$ cat src/rtl/dag_dm_addr.sv
// Data address generator for the data memory.
// Holds I/M/L/B register banks and emits one registered DM address per request.
// Pre-modify emits the modified address. Post-modify emits I and then advances I.
// A non-zero L selects circular-buffer wrap within [B, B+L).
// Optional feature: define DAG_BITREV_EN to enable bit-reversed output addressing.
module dag_dm_addr #(
  parameter int DMA_SIZE  = 16,
  parameter int NREG_W    = 2,
  parameter int UREG_SIZE = 16
) (
  input  logic                 clk_dcd,
  input  logic                 reset,
  input  logic                 ps_dg_en,
  input  logic                 ps_dg_pre,
  input  logic [NREG_W-1:0]    ps_dg_iadd,
  input  logic [NREG_W-1:0]    ps_dg_madd,
  input  logic                 ps_dg_imm,
  input  logic [DMA_SIZE-1:0]  ps_dg_immval,
  input  logic                 ps_dg_brev,
  input  logic                 ps_dg_wrt_en,
  input  logic                 ps_dg_rd_en,
  input  logic [1:0]           ps_dg_ureg_bank,
  input  logic [NREG_W-1:0]    ps_dg_ureg_idx,
  input  logic [UREG_SIZE-1:0] bc_dg_dt,
  output logic [DMA_SIZE-1:0]  dg_dm_add,
  output logic                 dg_dm_vld,
  output logic [UREG_SIZE-1:0] dg_bc_dt
);

  localparam int NREG = 1 << NREG_W;
  localparam int WMAX = (UREG_SIZE > DMA_SIZE) ? UREG_SIZE : DMA_SIZE;

  typedef enum logic [1:0] {
    BANK_I = 2'b00,
    BANK_M = 2'b01,
    BANK_L = 2'b10,
    BANK_B = 2'b11
  } bank_e;

  logic [DMA_SIZE-1:0] i_reg [NREG];
  logic [DMA_SIZE-1:0] m_reg [NREG];
  logic [DMA_SIZE-1:0] l_reg [NREG];
  logic [DMA_SIZE-1:0] b_reg [NREG];

  logic [DMA_SIZE-1:0] cur_i, cur_l, cur_b, mod_val, sum, wrapped;
  logic [DMA_SIZE:0]   upper;
  logic [DMA_SIZE-1:0] addr_sel, addr_out;
  logic [WMAX-1:0]     wr_ext, rd_ext;
  logic [DMA_SIZE-1:0] wr_val, rd_val;

  // Address arithmetic: modify, add, then a single circular-buffer correction.
  always_comb begin
    cur_i   = i_reg[ps_dg_iadd];
    cur_l   = l_reg[ps_dg_iadd];
    cur_b   = b_reg[ps_dg_iadd];
    mod_val = ps_dg_imm ? ps_dg_immval : m_reg[ps_dg_madd];
    sum     = cur_i + mod_val;
    // One extra bit keeps B+L from aliasing when the buffer ends at the top of memory.
    upper   = {1'b0, cur_b} + {1'b0, cur_l};
    wrapped = sum;
    if (cur_l != '0) begin
      if ({1'b0, sum} >= upper) begin
        wrapped = sum - cur_l;
      end else if (sum < cur_b) begin
        wrapped = sum + cur_l;
      end
    end
    addr_sel = ps_dg_pre ? wrapped : cur_i;
  end

`ifdef DAG_BITREV_EN
  // Optional bit reversal of the emitted address; the I update is never reversed.
  always_comb begin
    addr_out = addr_sel;
    if (ps_dg_brev) begin
      for (int k = 0; k < DMA_SIZE; k++) begin
        addr_out[k] = addr_sel[DMA_SIZE-1-k];
      end
    end
  end
`else
  assign addr_out = addr_sel;
  logic unused_brev;
  assign unused_brev = ps_dg_brev;
`endif

  // Ureg data path: truncate or zero-extend between the bus and register widths.
  always_comb begin
    wr_ext = WMAX'(bc_dg_dt);
    wr_val = wr_ext[DMA_SIZE-1:0];
    unique case (bank_e'(ps_dg_ureg_bank))
      BANK_I:  rd_val = i_reg[ps_dg_ureg_idx];
      BANK_M:  rd_val = m_reg[ps_dg_ureg_idx];
      BANK_L:  rd_val = l_reg[ps_dg_ureg_idx];
      default: rd_val = b_reg[ps_dg_ureg_idx];
    endcase
    rd_ext = WMAX'(rd_val);
  end

  // Register banks: post-modify I update, then ureg writes which take priority.
  always_ff @(posedge clk_dcd or negedge reset) begin
    if (!reset) begin
      // NOTE: the banks are software-visible state with a defined reset value, so every entry is cleared.
      for (int k = 0; k < NREG; k++) begin
        i_reg[k] <= '0;
        m_reg[k] <= '0;
        l_reg[k] <= '0;
        b_reg[k] <= '0;
      end
    end else begin
      if (ps_dg_en && !ps_dg_pre) begin
        i_reg[ps_dg_iadd] <= wrapped;
      end
      // NOTE: non-blocking assignments resolve last-wins, so this ureg write overrides the I update above.
      if (ps_dg_wrt_en) begin
        unique case (bank_e'(ps_dg_ureg_bank))
          BANK_I: i_reg[ps_dg_ureg_idx] <= wr_val;
          BANK_M: m_reg[ps_dg_ureg_idx] <= wr_val;
          BANK_L: l_reg[ps_dg_ureg_idx] <= wr_val;
          default: begin
            b_reg[ps_dg_ureg_idx] <= wr_val;
            i_reg[ps_dg_ureg_idx] <= wr_val;
          end
        endcase
      end
    end
  end

  // Output registers: address with a one-cycle valid pulse, and ureg read data.
  always_ff @(posedge clk_dcd or negedge reset) begin
    if (!reset) begin
      dg_dm_add <= '0;
      dg_dm_vld <= 1'b0;
      dg_bc_dt  <= '0;
    end else begin
      dg_dm_vld <= ps_dg_en;
      if (ps_dg_en) begin
        dg_dm_add <= addr_out;
      end
      if (ps_dg_rd_en) begin
        dg_bc_dt <= rd_ext[UREG_SIZE-1:0];
      end
    end
  end

endmodule

$ cat config.mk
export PLATFORM = sky130hd
export DESIGN_NAME = dag_dm_addr
export DESIGN_NICKNAME = d
export VERILOG_FILES = /design/src/rtl/dag_dm_addr.sv
export SDC_FILE = /design/constraint.sdc
export NUM_CORES = 1
export LEC_CHECK = 0
export CORE_UTILIZATION = 55
export CTS_CLUSTER_DIAMETER = 200
export DETAILED_ROUTE_END_ITERATION = 10
export HOLD_SLACK_MARGIN = 0.03
export PLACE_DENSITY_LB_ADDON = 0.2
export REMOVE_ABC_BUFFERS = 1
export SETUP_SLACK_MARGIN = 0.4
export SYNTH_ARGS = -nofsm -noshare
export SYNTH_HDL_FRONTEND = slang
export SYNTH_SLANG_ARGS = --single-unit
$ cat constraint.sdc
create_clock -name clk_dcd -period 6.6 [get_ports clk_dcd]
set_input_delay 0.66 -clock clk_dcd [delete_from_list [all_inputs] [get_ports clk_dcd]]
set_output_delay 0.66 -clock clk_dcd [all_outputs]
set_load 0.05 [all_outputs]
* Yosys cells after proc, flatten, opt, wreduce, memory -nomap -nowiden
Cells that the tools add are included.
Storage, ports and cells: logic and storage cells 89, bits of input ports 48, register bits 289, output and inout port bits 33
Operators by class: muxes and demuxes 42, $lt $le $gt $ge 7, add/subtract/negate cells 4, bitwise operators 4, equality and inequality tests 2, reduce and logical (&&, ||, !) cells 11
Operator list (count):
- $mux 16 | 23
- $bwmux 64 | 5
- $bmux 16 s2 | 8
- $mux 64 | 3
- $demux 16 s2 | 2
- $pmux 16 s3 | 1
- $add 16x16->16 | 2
- $add 16x16->17 | 1
- $ge 16x17->1 | 1
- $lt 16x16->1 | 1
- $reduce_bool 16->1 | 1
- $sub 16x16->16 | 1
- $ge 3x3->1 const B | 3
- $not 2->3 | 3
- $lt 3x1->1 const B | 2
- $reduce_and 2->1 | 3
- $logic_and 1x1->1 | 3
- $reduce_or 3->1 | 1
- $eq 2x1->1 const B | 1
- $eq 2x2->1 const B | 1
- $logic_not 2->1 | 1
- $reduce_or 2->1 | 1
- $logic_not 1->1 | 1
- $not 1->1 | 1

* Depth between registers and ports, before layout
depth in word-level cells 15, mapped depth 26, gate-level depth less buffers 23

* Least setup slack after synthesis
Ideal clock, no wire load.
path type input port to flip-flop, from in ps_dg_iadd[0], to reg i_reg[58] (netlist bit), data required time 6.482 ns, arrival 6.679 ns, setup slack -0.197 ns, buffers on the path 3, cell stages on the path 23, cell sequence buf_4 buf_2 buf_1 mux4_2 ha_1 fa_1 a211oi_1 o21ai_2 a31o_2 a21o_1 a21oi_2 o21bai_1 a21oi_1 xnor2_1 ha_1 and4_1 and2_1 a221oi_1 nand4_1 o21a_2 a222oi_1 a21oi_1 a21o_1
Between the ends: longest elaborated chain between the ends 14, elaborated cells between the ends (all ways) 30, those cells by class 4 x add/sub; 4 x order compare; 19 x mux; 1 x bitwise; 2 x reduce/logical
RTL lines:
- from (decl) | RTL line 15 | input logic [NREG_W-1:0] ps_dg_iadd,
- $not 2->3 (not written as such) *
- $bmux 16 s2 | RTL line 53 | cur_i = i_reg[ps_dg_iadd];
- $mux 16 (not written as such) (2 in a row) | RTL line 53
- $add 16x16->16 | RTL line 57 | sum = cur_i + mod_val;
- $add 16x16->16 or $lt 16x16->1 (tied branches) | RTL line 65, 64
- $mux 16 | RTL line 64 | end else if (sum < cur_b) begin
- $mux 16 | RTL line 62 | if ({1'b0, sum} >= upper) begin
- $mux 16 | RTL line 61 | if (cur_l != '0) begin
- $bwmux 64 * | RTL line 112 | i_reg[ps_dg_iadd] <= wrapped;
- $mux 64 * | RTL line 111 | if (ps_dg_en && !ps_dg_pre) begin
- $bwmux 64 | RTL line 117, 122
- $mux 64
- $mux 64 * | RTL line 115 | if (ps_dg_wrt_en) begin
- to (signal, indexed assignment) | RTL line 112
- to (signal, indexed assignment) | RTL line 117 | BANK_I: i_reg[ps_dg_ureg_idx] <= wr_val;
- to (signal, indexed assignment) | RTL line 122 | i_reg[ps_dg_ureg_idx] <= wr_val;
- to (decl) | RTL line 40 | logic [DMA_SIZE-1:0] i_reg [NREG];
Every way passes the cells marked *; elsewhere a longest branch is shown, timed or not. The select of a mux whose other input is x is not followed. A chain may end at the register's enable or synchronous reset.

* Worst setup path after layout
from in ps_dg_imm, to reg dg_dm_add[15]
Between the ends: longest elaborated chain between the ends 7, elaborated cells between the ends (all ways) 10, those cells by class 3 x add/sub; 2 x order compare; 5 x mux
RTL lines:
- from (decl) | RTL line 17 | input logic ps_dg_imm,
- $mux 16 * | RTL line 56 | mod_val = ps_dg_imm ? ps_dg_immval : m_reg[ps_dg_madd];
- $add 16x16->16 * | RTL line 57
- $add 16x16->16 or $lt 16x16->1 (tied branches) | RTL line 65, 64
- $mux 16 | RTL line 64
- $mux 16 | RTL line 62
- $mux 16 * | RTL line 61
- $mux 16 * | RTL line 68 | addr_sel = ps_dg_pre ? wrapped : cur_i;
- to (signal assigned) | RTL line 138 | dg_dm_add <= addr_out;
- to (decl) | RTL line 25 | output logic [DMA_SIZE-1:0] dg_dm_add,
Every way passes the cells marked *; elsewhere a longest branch is shown, timed or not.

==> results.ini <==
[synthesis]
synth_area_leader_cell = dfrtp_1
syn-instance-count = 1642
synth_seq_cells = 289
ys_seq_area_share_pct = 38.0
ys.flop_type = dfrtp_1
synth_top_area_share_pct = 38.0
synth_edf_count = 0
synth_warnings = 0
syn_area_sq_mm = 0.0190
synth.avg_cell_area_sq_um = 11.6
yosys-top-cells-area = dfrtp_1 38%, mux4_2 15%, mux2_2 13%, ha_1 6.1%, o21ai_0 3.1%
yosysUniqueCellTypes = 74
async_reset_ff_share_pct = 100

[clocking]
clockRootBuffer = clkbuf_16
cts_sinks = 289
numCtsBuffers = 31
cts_tree = built
clk_path_buf_depth = 3
htree_levels = 1
cts.clk_slew.worst_paths_ns = 0.06
cts_setup_buffers = 0
clock_latency_ns = 0.58

[timing]
fin_crit_sh_pct = 92.1
skew_ns = 0.0163
max_freq_ghz = 0.165
slew_headroom_pct = 15.3
fin_crit_ns = 6.08
drv_slew = 0
finalHoldViolCount = 0
setup_viol = 0
final.setup.worst_slack_ns = 0.521
rsz0062_at_grt = no
tightest_slew_ns = 1.27

[worst_setup_path]
crit_path_max_fanout = 4
crit_type = in2reg
startpoint_type = input port
critPathCaptureType = flop
cpMostUsedCell = buf_4
crit_buf_inv = 4
arrival_ns = 6.52
crit_family = compound AO/OA/AOI/OAI gates
cp_data_required_time_ns = 7.04
cpPeakStageDelay_ns = 0.69
critPathSlowestCell = clkdlybuf4s50_1

[run_status]
outcome = finished clean

[detailed_routing]
final_antenna_net_count = 0
viasPerCell = 6.64
drtIter0Drc = 1426
drc = 0
dr_total_vias = 14859
routed_wl_um = 57400
post_drt_wl_per_cell_um = 25.7
first_pass_iters = 6

[global_route]
grt_first_pass_wirelength_um = 89100
grt_pass1_vias = 14933
grt_util_all_layers_pct = 33.3
grt-ovfl-total = 0
grt_max_degree = 153
antenna_found_initial = 1

[placed_design]
dp_hpwl_um = 41600
portBuffers = 79
gp_congestion = 0.965
dpl_cell_area_sq_mm = 0.0209
post-place-ws_ns = -0.430

[finish]
utilization_pct = 65.1
final_area_sq_mm = 0.0220
layout-drive-gt1-share_pct = 31.6
synthToLayoutAreaGrowth_pct = 15.6
fill_cells = 2576
final_cell_mix = 289 x dfrtp_1, 224 x mux2_2, 128 x mux4_2
multi_input_area_sq_mm = 0.0112
mostFrequentLayoutCell = dfrtp_1
nets = 1914
final-seq-area_sq_mm = 0.00723

[power]
power_w = 0.0127
p_per_area_mw_per_mm2 = 580
p_leak_nw = 9.46
vdd_drop_max_v = 0.000468

[floorplanning]
start_util_pct = 56.3
core-area_sq_mm = 0.0338
die_h_um = 188
fp.dieArea_sq_mm = 0.0353
io_pins = 81
rows = 67
fp.dieW_um = 188

[job]
max_cap_viol_count = 0

[min_path]
hold_path.class = reg2reg

per-layer routing:
metal | global-route usage [%] | part of all wire, % | vias up
met2 | 52.0 | 46 | 684
met4 | 10.5 | 3.0 | 2
met1 | 46.9 | 42 | 7536
met5 | 0 | 0.0087 | -
li1 | - | - | 6521
met3 | 6.51 | 8.8 | 116
where the power goes:
part	total (W)	switching (W)	internal, W
sequential	0.00271	0.000394	0.00231
clock	0.00174	0.000730	0.00101
combinational	0.00830	0.00457	0.00373
layout make-up:
cell class,count,share of cell area [%]
sequential,289,32.9
inverter,55,0.939
antenna,1,0.0114
multi-input combinational,1186,50.9
clock inverter,13,0.581
clock buffer,40,4.00
tap,448,2.55
timing repair buffer,206,8.07
cells in the mapped netlist (17+ instances only):
master	count
clkbuf_1	88
buf_1	17
o21ai_0	116
xnor2_1	32
a211oi_1	17
a21o_1	19
nor3_1	25
dfrtp_1	289
mux2_2	224
nor2_1	58
a21oi_1	105
a222oi_1	18
and3_1	40
ha_1	93
mux4_2	128
inv_1	55
nand3_1	31
nand2_1	71
worst register-to-register path, cell delays in order (launching register included):
cell	delay, ns
dfrtp_1	0.38
mux4_2	0.47
mux2_2	0.33
ha_1	0.26
fa_1	0.48
a211oi_2	0.31
buf_4	0.17
o21ai_2	0.07
a31o_2	0.26
a21o_1	0.19
a21oi_2	0.17
o21bai_1	0.10
a21oi_2	0.19
xnor2_2	0.11
ha_1	0.31
and4_1	0.27
buf_4	0.14
o2111ai_1	0.10
a21oi_1	0.15
o2111ai_1	0.16
nand4_1	0.22
buf_4	0.15
nor2_1	0.03
o211a_1	0.17
or3_1	0.41
a31oi_1	0.21
a21oi_1	0.09
repair_timing:
action,in CTS,in global routing
pin swaps,0,1
hold buffers,1,0
hold endpoints to repair,19,0
endpoints found under the setup margin,80,80
gates resized for setup,1,12
per-stage QoR:
step	hold slack, ns	std cells	setup TNS (ns)
final	0.504	2238	0
after global routing	0.518	2237	0
after CTS	0.509	2237	0
after detailed placement	0.496	2183	-25.30
after global placement	0.489	2183	-18.76
after floorplan	0.364	1530	0
path summary, 6_finish.rpt:
check	startpoint	end	slack (ns)	depth (start not counted)
max	ps_dg_imm	dg_dm_add[15]$_DFFE_PN0P_	0.52	26
min	dg_bc_dt[7]$_DFFE_PN0P_	dg_bc_dt[7]$_DFFE_PN0P_	0.50	1
max reg2reg	m_reg[0]$_DFFE_PN0P_	dg_dm_add[15]$_DFFE_PN0P_	0.55	26
min reg2reg	dg_bc_dt[7]$_DFFE_PN0P_	dg_bc_dt[7]$_DFFE_PN0P_	0.50	1
max in group asynchronous	reset	b_reg[42]$_DFFE_PN0P_	4.61	3
min in group asynchronous	reset	b_reg[23]$_DFFE_PN0P_	0.59	2
logic make-up (layout without fill, tap and decap cells):
kind of cell / after synthesis / in the layout / synth area share [%]
flip-flops: 289 / 289 / 38.0
AO/OA/AOI/OAI: 382 / 382 / 13.0
multiplexers: 355 / 355 / 28.6
adder cells (fa/ha/maj): 97 / 97 / 6.54
XOR/XNOR: 50 / 50 / 2.38
AND/OR/NAND/NOR: 302 / 302 / 8.07
buffers and inverters: 167 / 314 / 3.40
other: 0 / 1 / 0
Note: power is estimated with default switching activity, not from simulation.
